==> config.mk <==
export PLATFORM = sky130hd
export DESIGN_NAME = perf_ctr_bank_flat
export DESIGN_NICKNAME = d
export VERILOG_FILES = /design/src/rtl/perf_ctr_pkg.sv /design/src/rtl/perf_ctr_bank_if.sv /design/src/rtl/perf_ctr_cell.sv /design/src/rtl/perf_ctr_bank.sv /design/src/flat_wrapper.sv
export SDC_FILE = /design/constraint.sdc
export NUM_CORES = 1
export LEC_CHECK = 0
export BUFFER_PORTS_ARGS = -buffer_cell sky130_fd_sc_hd__buf_2
export CORE_MARGIN = 3
export CORE_UTILIZATION = 65
export DETAILED_ROUTE_END_ITERATION = 8
export GPL_ROUTABILITY_DRIVEN = 0
export PLACE_DENSITY = 0.9
export RECOVER_POWER = 25
export SYNTH_ARGS = -nofsm -noshare
export SYNTH_HDL_FRONTEND = slang
export SYNTH_SLANG_ARGS = --single-unit
==> constraint.sdc <==
create_clock -name clk -period 4.1 [get_ports clk]
set_input_delay 0 -clock clk [delete_from_list [all_inputs] [get_ports clk]]
set_output_delay 0 -clock clk [all_outputs]
set_load 0.005 [all_outputs]
==> src/rtl/perf_ctr_pkg.sv <==
// Shared constants, register-select types and the address decode for the
// performance-counter bank.
package perf_ctr_pkg;

  localparam logic [7:0] OFF_CTRL     = 8'h00;
  localparam logic [7:0] OFF_EN       = 8'h04;
  localparam logic [7:0] OFF_OVF      = 8'h08;
  localparam logic [7:0] OFF_THRESH   = 8'h0C;
  localparam logic [7:0] OFF_CTR_BASE = 8'h10;
  localparam logic [7:0] CTR_STRIDE   = 8'h08;

  localparam int unsigned CTRL_GEN = 0;
  localparam int unsigned CTRL_CLR = 1;

  typedef enum logic [2:0] {
    REG_NONE,
    REG_CTRL,
    REG_EN,
    REG_OVF,
    REG_THRESH,
    REG_CTR_LO,
    REG_CTR_HI
  } reg_kind_e;

  typedef struct packed {
    reg_kind_e  kind;
    logic [3:0] idx;
  } reg_sel_t;

  // Counter i occupies OFF_CTR_BASE + i*CTR_STRIDE (low) and +4 (high).
  function automatic reg_sel_t reg_decode(input logic [7:0] addr,
                                          input int unsigned num_ctrs);
    reg_sel_t    sel;
    logic [7:0]  word;
    logic [7:0]  off;
    int unsigned slot;
    word     = {addr[7:2], 2'b00};
    off      = '0;
    slot     = 0;
    sel.kind = REG_NONE;
    sel.idx  = '0;
    case (word)
      OFF_CTRL:   sel.kind = REG_CTRL;
      OFF_EN:     sel.kind = REG_EN;
      OFF_OVF:    sel.kind = REG_OVF;
      OFF_THRESH: sel.kind = REG_THRESH;
      default: begin
        if (word >= OFF_CTR_BASE) begin
          off  = word - OFF_CTR_BASE;
          slot = 32'(off) / 32'(CTR_STRIDE);
          if (slot < num_ctrs) begin
            sel.idx  = 4'(slot);
            sel.kind = off[2] ? REG_CTR_HI : REG_CTR_LO;
          end
        end
      end
    endcase
    return sel;
  endfunction

endpackage

==> src/rtl/perf_ctr_bank_if.sv <==
// Request/response bus between the X-stage issue logic and the counter bank.
interface perf_ctr_bank_if;
  logic        req_valid;
  logic        req_we;
  logic [7:0]  req_addr;
  logic [31:0] req_wdata;
  logic [31:0] rsp_rdata;

  modport master (
    output req_valid, req_we, req_addr, req_wdata,
    input  rsp_rdata
  );

  modport slave (
    input  req_valid, req_we, req_addr, req_wdata,
    output rsp_rdata
  );
endinterface

==> src/rtl/perf_ctr_cell.sv <==
// One WIDTH-bit event counter: clear beats word write beats increment;
// wrap pulses when an increment rolls the counter over from all-ones.
module perf_ctr_cell
  import perf_ctr_pkg::*;
#(
  parameter int unsigned WIDTH = 32
) (
  input  logic             clk,
  input  logic             reset_n,
  input  logic             inc,
  input  logic             clr,
  input  logic             wr_lo,
  input  logic             wr_hi,
  input  logic [31:0]      wdata,
  output logic [WIDTH-1:0] value,
  output logic             wrap
);

  logic [WIDTH-1:0] cnt;
  logic [WIDTH-1:0] nxt;

  if (WIDTH > 32) begin : g_wide
    localparam int unsigned HI_W = WIDTH - 32;
    always_comb begin
      nxt = cnt;
      if (wr_lo)
        nxt[31:0] = wdata;
      else if (wr_hi)
        nxt[WIDTH-1:32] = HI_W'(wdata);
    end
  end else begin : g_narrow
    always_comb nxt = wr_lo ? wdata : cnt;
  end

  always_ff @(posedge clk or negedge reset_n) begin
    if (!reset_n)
      cnt <= '0;
    else if (clr)
      cnt <= '0;
    else if (wr_lo || wr_hi)
      cnt <= nxt;
    else if (inc)
      cnt <= cnt + WIDTH'(1);
  end

  assign wrap  = inc && !clr && !wr_lo && !wr_hi && (&cnt);
  assign value = cnt;

endmodule

==> src/rtl/perf_ctr_bank.sv <==
// Memory-mapped bank of NUM_CTRS event counters with sticky overflow flags
// and a shared high-word shadow. Optional threshold IRQ: PERF_CTR_THRESH_EN.
module perf_ctr_bank
  import perf_ctr_pkg::*;
#(
  parameter int unsigned         NUM_CTRS    = 4,
  parameter int unsigned         CTR_WIDTH   = 32,
  parameter logic [NUM_CTRS-1:0] RST_EN_MASK = NUM_CTRS'(4'b0011)
) (
  input  logic                clk,
  input  logic                reset_n,
  input  logic                stall,
  input  logic [NUM_CTRS-1:0] event_i,
  perf_ctr_bank_if.slave      bus,
  output logic [NUM_CTRS-1:0] ovf_o
`ifdef PERF_CTR_THRESH_EN
  ,
  output logic                thresh_irq
`endif
);

  reg_sel_t             sel;
  logic                 accept;
  logic                 wr;
  logic                 rd;
  logic                 clr_all;
  logic                 gen;
  logic [NUM_CTRS-1:0]  en;
  logic [NUM_CTRS-1:0]  ovf;
  logic [NUM_CTRS-1:0]  ovf_w1c;
  logic [NUM_CTRS-1:0]  wrap;
  logic [31:0]          shadow;
  logic [31:0]          rdata_q;
  logic [31:0]          rdata_nxt;
  logic [CTR_WIDTH-1:0] cnt_val [NUM_CTRS];
  logic [CTR_WIDTH-1:0] sel_cnt;
  logic [31:0]          lo_sel;
  logic [31:0]          hi_sel;

  assign sel     = reg_decode(bus.req_addr, NUM_CTRS);
  assign accept  = bus.req_valid && !stall;
  assign wr      = accept && bus.req_we;
  assign rd      = accept && !bus.req_we;
  assign clr_all = wr && (sel.kind == REG_CTRL) && bus.req_wdata[CTRL_CLR];
  assign ovf_w1c = (wr && (sel.kind == REG_OVF)) ? bus.req_wdata[NUM_CTRS-1:0] : '0;

  for (genvar i = 0; i < NUM_CTRS; i++) begin : g_ctr
    perf_ctr_cell #(
      .WIDTH (CTR_WIDTH)
    ) u_cell (
      .clk     (clk),
      .reset_n (reset_n),
      .inc     (gen && en[i] && event_i[i] && !stall),
      .clr     (clr_all),
      .wr_lo   (wr && (sel.kind == REG_CTR_LO) && (sel.idx == 4'(i))),
      .wr_hi   (wr && (sel.kind == REG_CTR_HI) && (sel.idx == 4'(i)) && (CTR_WIDTH > 32)),
      .wdata   (bus.req_wdata),
      .value   (cnt_val[i]),
      .wrap    (wrap[i])
    );
  end

  always_comb begin
    sel_cnt = '0;
    for (int unsigned i = 0; i < NUM_CTRS; i++)
      if (sel.idx == 4'(i))
        sel_cnt = cnt_val[i];
  end

  if (CTR_WIDTH > 32) begin : g_hi
    assign lo_sel = sel_cnt[31:0];
    assign hi_sel = 32'(sel_cnt[CTR_WIDTH-1:32]);
  end else begin : g_no_hi
    assign lo_sel = sel_cnt;
    assign hi_sel = '0;
  end

`ifdef PERF_CTR_THRESH_EN
  logic [31:0] thresh_q;
  logic [31:0] ctr1_lo;

  if (NUM_CTRS > 1) begin : g_ctr1
    assign ctr1_lo = cnt_val[1][31:0];
  end else begin : g_no_ctr1
    assign ctr1_lo = '0;
  end

  always_ff @(posedge clk or negedge reset_n) begin
    if (!reset_n) begin
      thresh_q   <= '1;
      thresh_irq <= 1'b0;
    end else begin
      if (wr && (sel.kind == REG_THRESH))
        thresh_q <= bus.req_wdata;
      thresh_irq <= gen && (ctr1_lo >= thresh_q);
    end
  end
`endif

  always_comb begin
    rdata_nxt = '0;
    case (sel.kind)
      REG_CTRL:   rdata_nxt[CTRL_GEN] = gen;
      REG_EN:     rdata_nxt = 32'(en);
      REG_OVF:    rdata_nxt = 32'(ovf);
`ifdef PERF_CTR_THRESH_EN
      REG_THRESH: rdata_nxt = thresh_q;
`endif
      REG_CTR_LO: rdata_nxt = lo_sel;
      REG_CTR_HI: rdata_nxt = (CTR_WIDTH > 32) ? shadow : '0;
      default:    rdata_nxt = '0;
    endcase
  end

  // A wrap in the same edge as a W1C wins, so the event is never lost.
  always_ff @(posedge clk or negedge reset_n) begin
    if (!reset_n) begin
      gen     <= 1'b1;
      en      <= RST_EN_MASK;
      ovf     <= '0;
      shadow  <= '0;
      rdata_q <= '0;
    end else begin
      if (wr && (sel.kind == REG_CTRL))
        gen <= bus.req_wdata[CTRL_GEN];
      if (wr && (sel.kind == REG_EN))
        en <= bus.req_wdata[NUM_CTRS-1:0];
      if (clr_all)
        ovf <= '0;
      else
        ovf <= (ovf & ~ovf_w1c) | wrap;
      if (rd && (sel.kind == REG_CTR_LO))
        shadow <= hi_sel;
      if (rd)
        rdata_q <= rdata_nxt;
    end
  end

  assign bus.rsp_rdata = rdata_q;
  assign ovf_o         = ovf;

endmodule

==> src/flat_wrapper.sv <==
// flat-port wrapper written by rule: the top's interface ports become plain ports
module perf_ctr_bank_flat import perf_ctr_pkg::*;
#(
  parameter int unsigned         NUM_CTRS    = 4,
  parameter int unsigned         CTR_WIDTH   = 32,
  parameter logic [NUM_CTRS-1:0] RST_EN_MASK = NUM_CTRS'(4'b0011)
)
  (clk, reset_n, stall, event_i, ovf_o, bus_req_valid, bus_req_we, bus_req_addr, bus_req_wdata, bus_rsp_rdata);
  perf_ctr_bank_if bus_i ();
  input  logic clk;
  input  logic reset_n;
  input  logic stall;
  input  logic [NUM_CTRS-1:0] event_i;
  output logic [NUM_CTRS-1:0] ovf_o;
  input wire logic [$bits(bus_i.req_valid)-1:0] bus_req_valid;
  input wire logic [$bits(bus_i.req_we)-1:0] bus_req_we;
  input wire logic [$bits(bus_i.req_addr)-1:0] bus_req_addr;
  input wire logic [$bits(bus_i.req_wdata)-1:0] bus_req_wdata;
  output wire logic [$bits(bus_i.rsp_rdata)-1:0] bus_rsp_rdata;
  assign bus_i.req_valid = bus_req_valid;
  assign bus_i.req_we = bus_req_we;
  assign bus_i.req_addr = bus_req_addr;
  assign bus_i.req_wdata = bus_req_wdata;
  assign bus_rsp_rdata = bus_i.rsp_rdata;
  perf_ctr_bank #(.NUM_CTRS(NUM_CTRS), .CTR_WIDTH(CTR_WIDTH), .RST_EN_MASK(RST_EN_MASK)) u_core (.clk(clk), .reset_n(reset_n), .stall(stall), .event_i(event_i), .bus(bus_i), .ovf_o(ovf_o));
endmodule
; ---- Word-level counts from Yosys, hierarchy flattened
; Cells that the tools add are included.
; Widths: inputs -> output; s select.
[totals]
latchBits = 0
reg_bits = 169
rom_bits = 0
ramBits = 0
n_memories = 0
output_inout_bits = 36
inputBits = 49
elab_cells = 107
[op_classes]
div_mod_pow = 0
add_sub_neg = 5
n_shift = 0
bitwise_logic = 3
multipliers = 0
n_reduce_logical = 54
n_mux = 25
order_cmp = 2
eq_ne = 10
[op_table]
columns = cell, count
row1 = $mux 32, 16
row2 = $add 32x1->32 const B, 4
row3 = $reduce_and 32->1, 4
row4 = $pmux 31 s3, 1
row5 = $logic_and 1x1->1, 36
row6 = $mux 7, 2
row7 = $eq 6x2->1 const B, 2
row8 = $mux 4, 3
row9 = $pmux 3 s4, 1
row10 = $reduce_bool 3->1, 4
row11 = $eq 4x2->1 const B, 2
row12 = $ge 8x5->1 const B, 1
row13 = $sub 8x5->8 const B, 1
row14 = $logic_not 1->1, 7
row15 = $eq 3x2->1 const B, 2
row16 = $eq 6x1->1 const B, 1
row17 = $logic_not 6->1, 1
row18 = $lt 5x3->1 const B, 1
row19 = $and 4x4->4, 1
row20 = $eq 4x1->1 const B, 1
row21 = $logic_not 4->1, 1
row22 = $not 4->4, 1
row23 = $or 4x4->4, 1
row24 = $pmux 1 s4, 1
row25 = 4 further kinds, 4

; ---- Longest topological paths before layout
[depth]
depth_word = 14
mapped_depth = 13
depth_no_buf = 8

; ---- By module
; A second synthesis with hierarchy kept.
[unflattened]
hier_cells = 1162
area_unflattened_um2 = 10847.9
[by_module_without_submodules]
columns = module, area_per_inst_um2, cells_per_inst, seq_area_each_um2, instances
row1 = perf_ctr_cell, 2053.2, 244, 800.8, 4
row2 = perf_ctr_bank, 2635.0, 186, 1029.7, 1

; ---- Least setup slack after synthesis
; No wires, ideal clock.
[synth_path]
path_kind = input to register
startpoint = input bus_req_addr[4]
endpoint = register u_core.g_ctr[0].u_cell.cnt[10]
t_arrival_ns = 2.176
path_slack_ns = 1.782
n_path_buf = 5
setup_ns = 0.142
stages = 12
cell_sequence = buf_2 -> clkinv_1 -> clkbuf_1 -> ha_1 -> nor2_1 -> mux2_2 -> a31o_2 -> buf_4 -> nand4_1 -> buf_2 -> buf_1 -> a211oi_1
[synth_via]
elab_chain_cells = 10
elab_cells_between_ends = 22
cone_classes = add/sub (1) / order compare (2) / eq/ne (5) / mux (6) / reduce/logical (8)
[synth_lines]
columns = element, line_no
row1 = from (decl), flat_wrapper.sv:17  ; input wire logic [$bits(bus_i.req_addr)-1:0] bus_req_addr;
row2 = $sub 8x5->8, perf_ctr_pkg.sv:49  ; off = word - OFF_CTR_BASE;
row3 = $lt 5x3->1, perf_ctr_pkg.sv:51  ; if (slot < num_ctrs) begin
row4 = $mux 7, perf_ctr_pkg.sv:51
row5 = $mux 7, perf_ctr_pkg.sv:48  ; if (word >= OFF_CTR_BASE) begin
row6 = $pmux 3 s4, perf_ctr_pkg.sv:42  ; case (word)
row7 = $eq 3x3->1, perf_ctr_bank.sv:55  ; .wr_lo (wr && (sel.kind == REG_CTR_LO) && (sel.idx == 4'(i))),
row8 = $logic_and 1x1->1 (2 in series), perf_ctr_bank.sv:55
row9 = $mux 32, perf_ctr_cell.sv:40  ; else if (wr_lo || wr_hi)
row10 = $mux 32, perf_ctr_cell.sv:38  ; else if (clr)
row11 = to (signal assigned), perf_ctr_cell.sv:41  ; cnt <= nxt;
row12 = to (signal assigned), perf_ctr_cell.sv:43  ; cnt <= cnt + WIDTH'(1);
row13 = to (decl), perf_ctr_cell.sv:19  ; logic [WIDTH-1:0] cnt;
; Several ways; a longest one is shown, not always the timed one.
; A chain may end at the register's enable or synchronous reset.

; ---- Worst setup path in the final report
[layout_path]
startpoint = register u_core.gen
endpoint = register u_core.g_ctr[2].u_cell.cnt[24]
[layout_via]
elab_chain_cells = 4
[layout_lines]
columns = element, line_no
row1 = from (decl), perf_ctr_bank.sv:27  ; logic gen;
row2 = from (signal assigned), perf_ctr_bank.sv:125  ; gen <= bus.req_wdata[CTRL_GEN];
row3 = $logic_and 1x1->1 (3 in series), perf_ctr_bank.sv:53  ; .inc (gen && en[i] && event_i[i] && !stall),
row4 = $reduce_bool 3->1 (no line), --
row5 = to (signal assigned), perf_ctr_cell.sv:41
row6 = to (signal assigned), perf_ctr_cell.sv:43
row7 = to (decl), perf_ctr_cell.sv:19
; Every way passes these cells.

==> impl_metrics.csv <==
group,metric,value,unit
status,status,"complete, but fails checks",
status,violations,"max-capacitance violations, max-slew violations",
global_route,use_met2,57.0,%
floorplan,core_area,0.0148,mm^2
cts,clock-sinks,169,
pwr,fin_total_pwr,4.09,mW
global_route,top_usage_layer,"met2",
yosys,synthFlopType,"dfrtp_1",
yosys,avgSynthCellArea,8.74,um^2
placed_design,io_buffers,82,
placed_design,place_ws,1.21,ns
cts,cts_tree,"built",
critical_path,crit_required,4.45,ns
final_layout,nNetsFinal,1275,
critical_path,path_buf_inv,0,
critical_path,cp_slowest_cell,"nor3_1",
cts,cts_resized,0,
final_layout,multiInputGateArea,0.00540,mm^2
cts,clk_path_buf_depth,2,
critical_path,crit_family,"simple AND/OR/NAND/NOR gates",
cts,clk_pin_slew_worst_paths,0.06,ns
critical_path,cp-end-kind,"register",
timing,period_share,70.9,%
pwr,ir_drop,0.295,mV
timing,setup_ws,1.19,ns
routing,vias,9878,
timing,hold_viol,0,
yosys,syn-num-nets,1203,
yosys,yosysWarningCount,0,
critical_path,r2r_slack,1.19,ns
floorplan,die_area,0.0170,mm^2
yosys,mappedNetlistArea,0.0100,mm^2
cts,htreeDepth,4,
timing,skew,0.0151,ns
cts,cts_root_buffer,"clkbuf_16",
placed_design,dpl_cell_area,0.0105,mm^2
timing,min_period,2.91,ns
global_route,grt_antenna_before_repair,0,
timing,drv_slew,91,
cts,numCtsBuffers,17,
global_route,grt_pass1_vias,9408,
cts,cts_setup_buffers,0,
timing,fin_setup_tns,0,ns
critical_path,cp_cell_sequence,"and4b_1, nand3_2, nor3_1, nand4_1, xor2_1, a211oi_1",
yosys,ys_ff_latch,169,
yosys,synth_top_cell_by_area,"dfrtp_1",
routing,dr.pass1.iters,6,
global_route,grt_usage,37.7,%
placed_design,dpl.hpwl,20000,um
flow_run,cap_viol_max_count,1,
final_layout,num-fill-cells,975,
timing,clock.fmax,0.344,GHz
routing,final_antenna_net_count,0,
timing,grt_setup_unrepaired,"no",
routing,vias_per_cell,6.97,
global_route,use_met3,10.0,%
final_layout,layout_common_cells,"dfrtp_1, o21ai_0, nor2_1",
yosys,synthArstFlopShare,100,%
critical_path,path_class,"register to register",
cts,cts_hold_buf,33,
routing,drc,0,
cts,clock_latency,0.44,ns
final_layout,insertedDiodeCount,0,
yosys,synth_area_leaders,"dfrtp_1, o21ai_0, xnor2_1",
final_layout,final_layout_size_suffix_gt1_share,12.7,%
yosys,yosysSeqAreaShare,42.2,%
routing,wl_per_cell,22.2,um
critical_path,slowest_delay,0.79,ns
pwr,cellLeakagePower,4.90,nW
timing,tightest_slew,2.38,ns
floorplan,fp.dieW,130,um
final_layout,seqCellArea,0.00423,mm^2
floorplan,ios,85,
floorplan,fp-row-count,44,
routing,drt_iter0_drc,1725,
global_route,grt_max_degree,92,
final_layout,area_growth_syn_to_layout,13.9,%
global_route,gr-usage-met1,51.0,%
final_layout,stdcell_area,0.0114,mm^2
timing,relSlewSlack,-58.5,%
global_route,grt_overflow,0,
critical_path,cp_max_fo,8,
yosys,synth_edf_count,0,
timing,finalSetupViolCount,0,
global_route,grt_pass1_wl,49400,um
routing,wirelength,31500,um
final_layout,mostFrequentLayoutCell,"dfrtp_1",
worst_hold_path,hp-class,"input port to register",
floorplan,initial_core_util,67.7,%
critical_path,cp.arrival,3.25,ns
yosys,syn_inst,1148,
critical_path,cp-start-kind,"register",
floorplan,die-height,130,um
yosys,ys_types,55,
yosys,yosysTopAreaCellShare,41.4,%
pwr,p_per_area,358,mW/mm^2
flip-flops by register name (all words and copies together), names as in the netlist:
register and flops:
u_core.bus.rsp_rdata 32, u_core.en 4, u_core.g_ctr.u_cell.value 128, u_core.gen 1
u_core.ovf_o 4
cell usage after synthesis (6+ instances only):
library cell and instances:
a211oi_1 60, a21oi_1 91, and2_1 7, and3_1 12
and4_1 17, buf_2 19, clkbuf_1 53, dfrtp_1 166
ha_1 6, inv_1 19, mux2_2 8, mux2i_1 30
nand2_1 80, nand3_1 52, nand4_1 37, nor2_1 128
nor3_1 26, nor4_1 11, o21ai_0 132, o41ai_1 7
xnor2_1 62, xor2_1 60
path summary, 6_finish.rpt:
path	startpoint	to	cells after the start
setup / recovery	u_core.gen	u_core.g_ctr[2].u_cell.value[24]	6
hold reg to reg	u_core.bus.rsp_rdata[9]	u_core.bus.rsp_rdata[9]	2
setup reg to reg	u_core.gen	u_core.g_ctr[2].u_cell.value[24]	6
min in group asynchronous	reset_n	u_core.g_ctr[1].u_cell.value[3]	2
hold / removal	bus_req_addr[2]	u_core.bus.rsp_rdata[3]	4
max in group asynchronous	reset_n	u_core.g_ctr[0].u_cell.value[23]	2
routing by layer:
layer	share of wire, %	vias up
li1	-	4262
met1	39	4653
met2	44	810
met3	13	153
met4	4.2	0
met5	0	-
area by class of cell:
| class | instances | area share [%] |
|---|---|---|
| inverter | 20 | 0.657 |
| clock buffer | 21 | 3.94 |
| tap | 184 | 2.01 |
| multi-input combinational | 881 | 47.2 |
| timing repair buffer | 131 | 7.86 |
| clock inverter | 11 | 1.27 |
| sequential | 169 | 37.0 |
kinds of logic after synthesis:
kind of cell             after synthesis  share of synthesized area, %
multiplexers                          38                          3.89
adder cells (fa/ha/maj)                6                         0.748
AO/OA/AOI/OAI                        312                          18.1
AND/OR/NAND/NOR                      403                          20.3
buffers and inverters                 98                          4.02
XOR/XNOR                             122                          10.7
flip-flops                           169                          42.2
worst register-to-register path: cells and delay by family, from the launching register on:
kind            cells  cell delay, ns
simple gates        4            1.85
flops               1            0.59
compound gates      1            0.21
xor+xnor            1            0.17
per-stage QoR:
stage	std cells	utilization [%]	hold slack (ns)
2_1_floorplan	1148	-	-0.296
3_5_place_dp	1352	71.0	0.142
5_1_grt	1417	77.2	0.0443
6_report	1417	77.2	0.0399
4_1_cts	1417	77.2	0.0198
3_3_place_gp	1352	71.0	0.147
report_power, final:
group          switching [mW]  total (mW)  internal [mW]  leakage (nW)
sequential              0.174        1.97           1.80          2.29
combinational           0.236       0.446          0.210          2.32
clock                   0.700        1.67          0.975         0.283
Note: power is estimated with default switching activity, not from simulation.
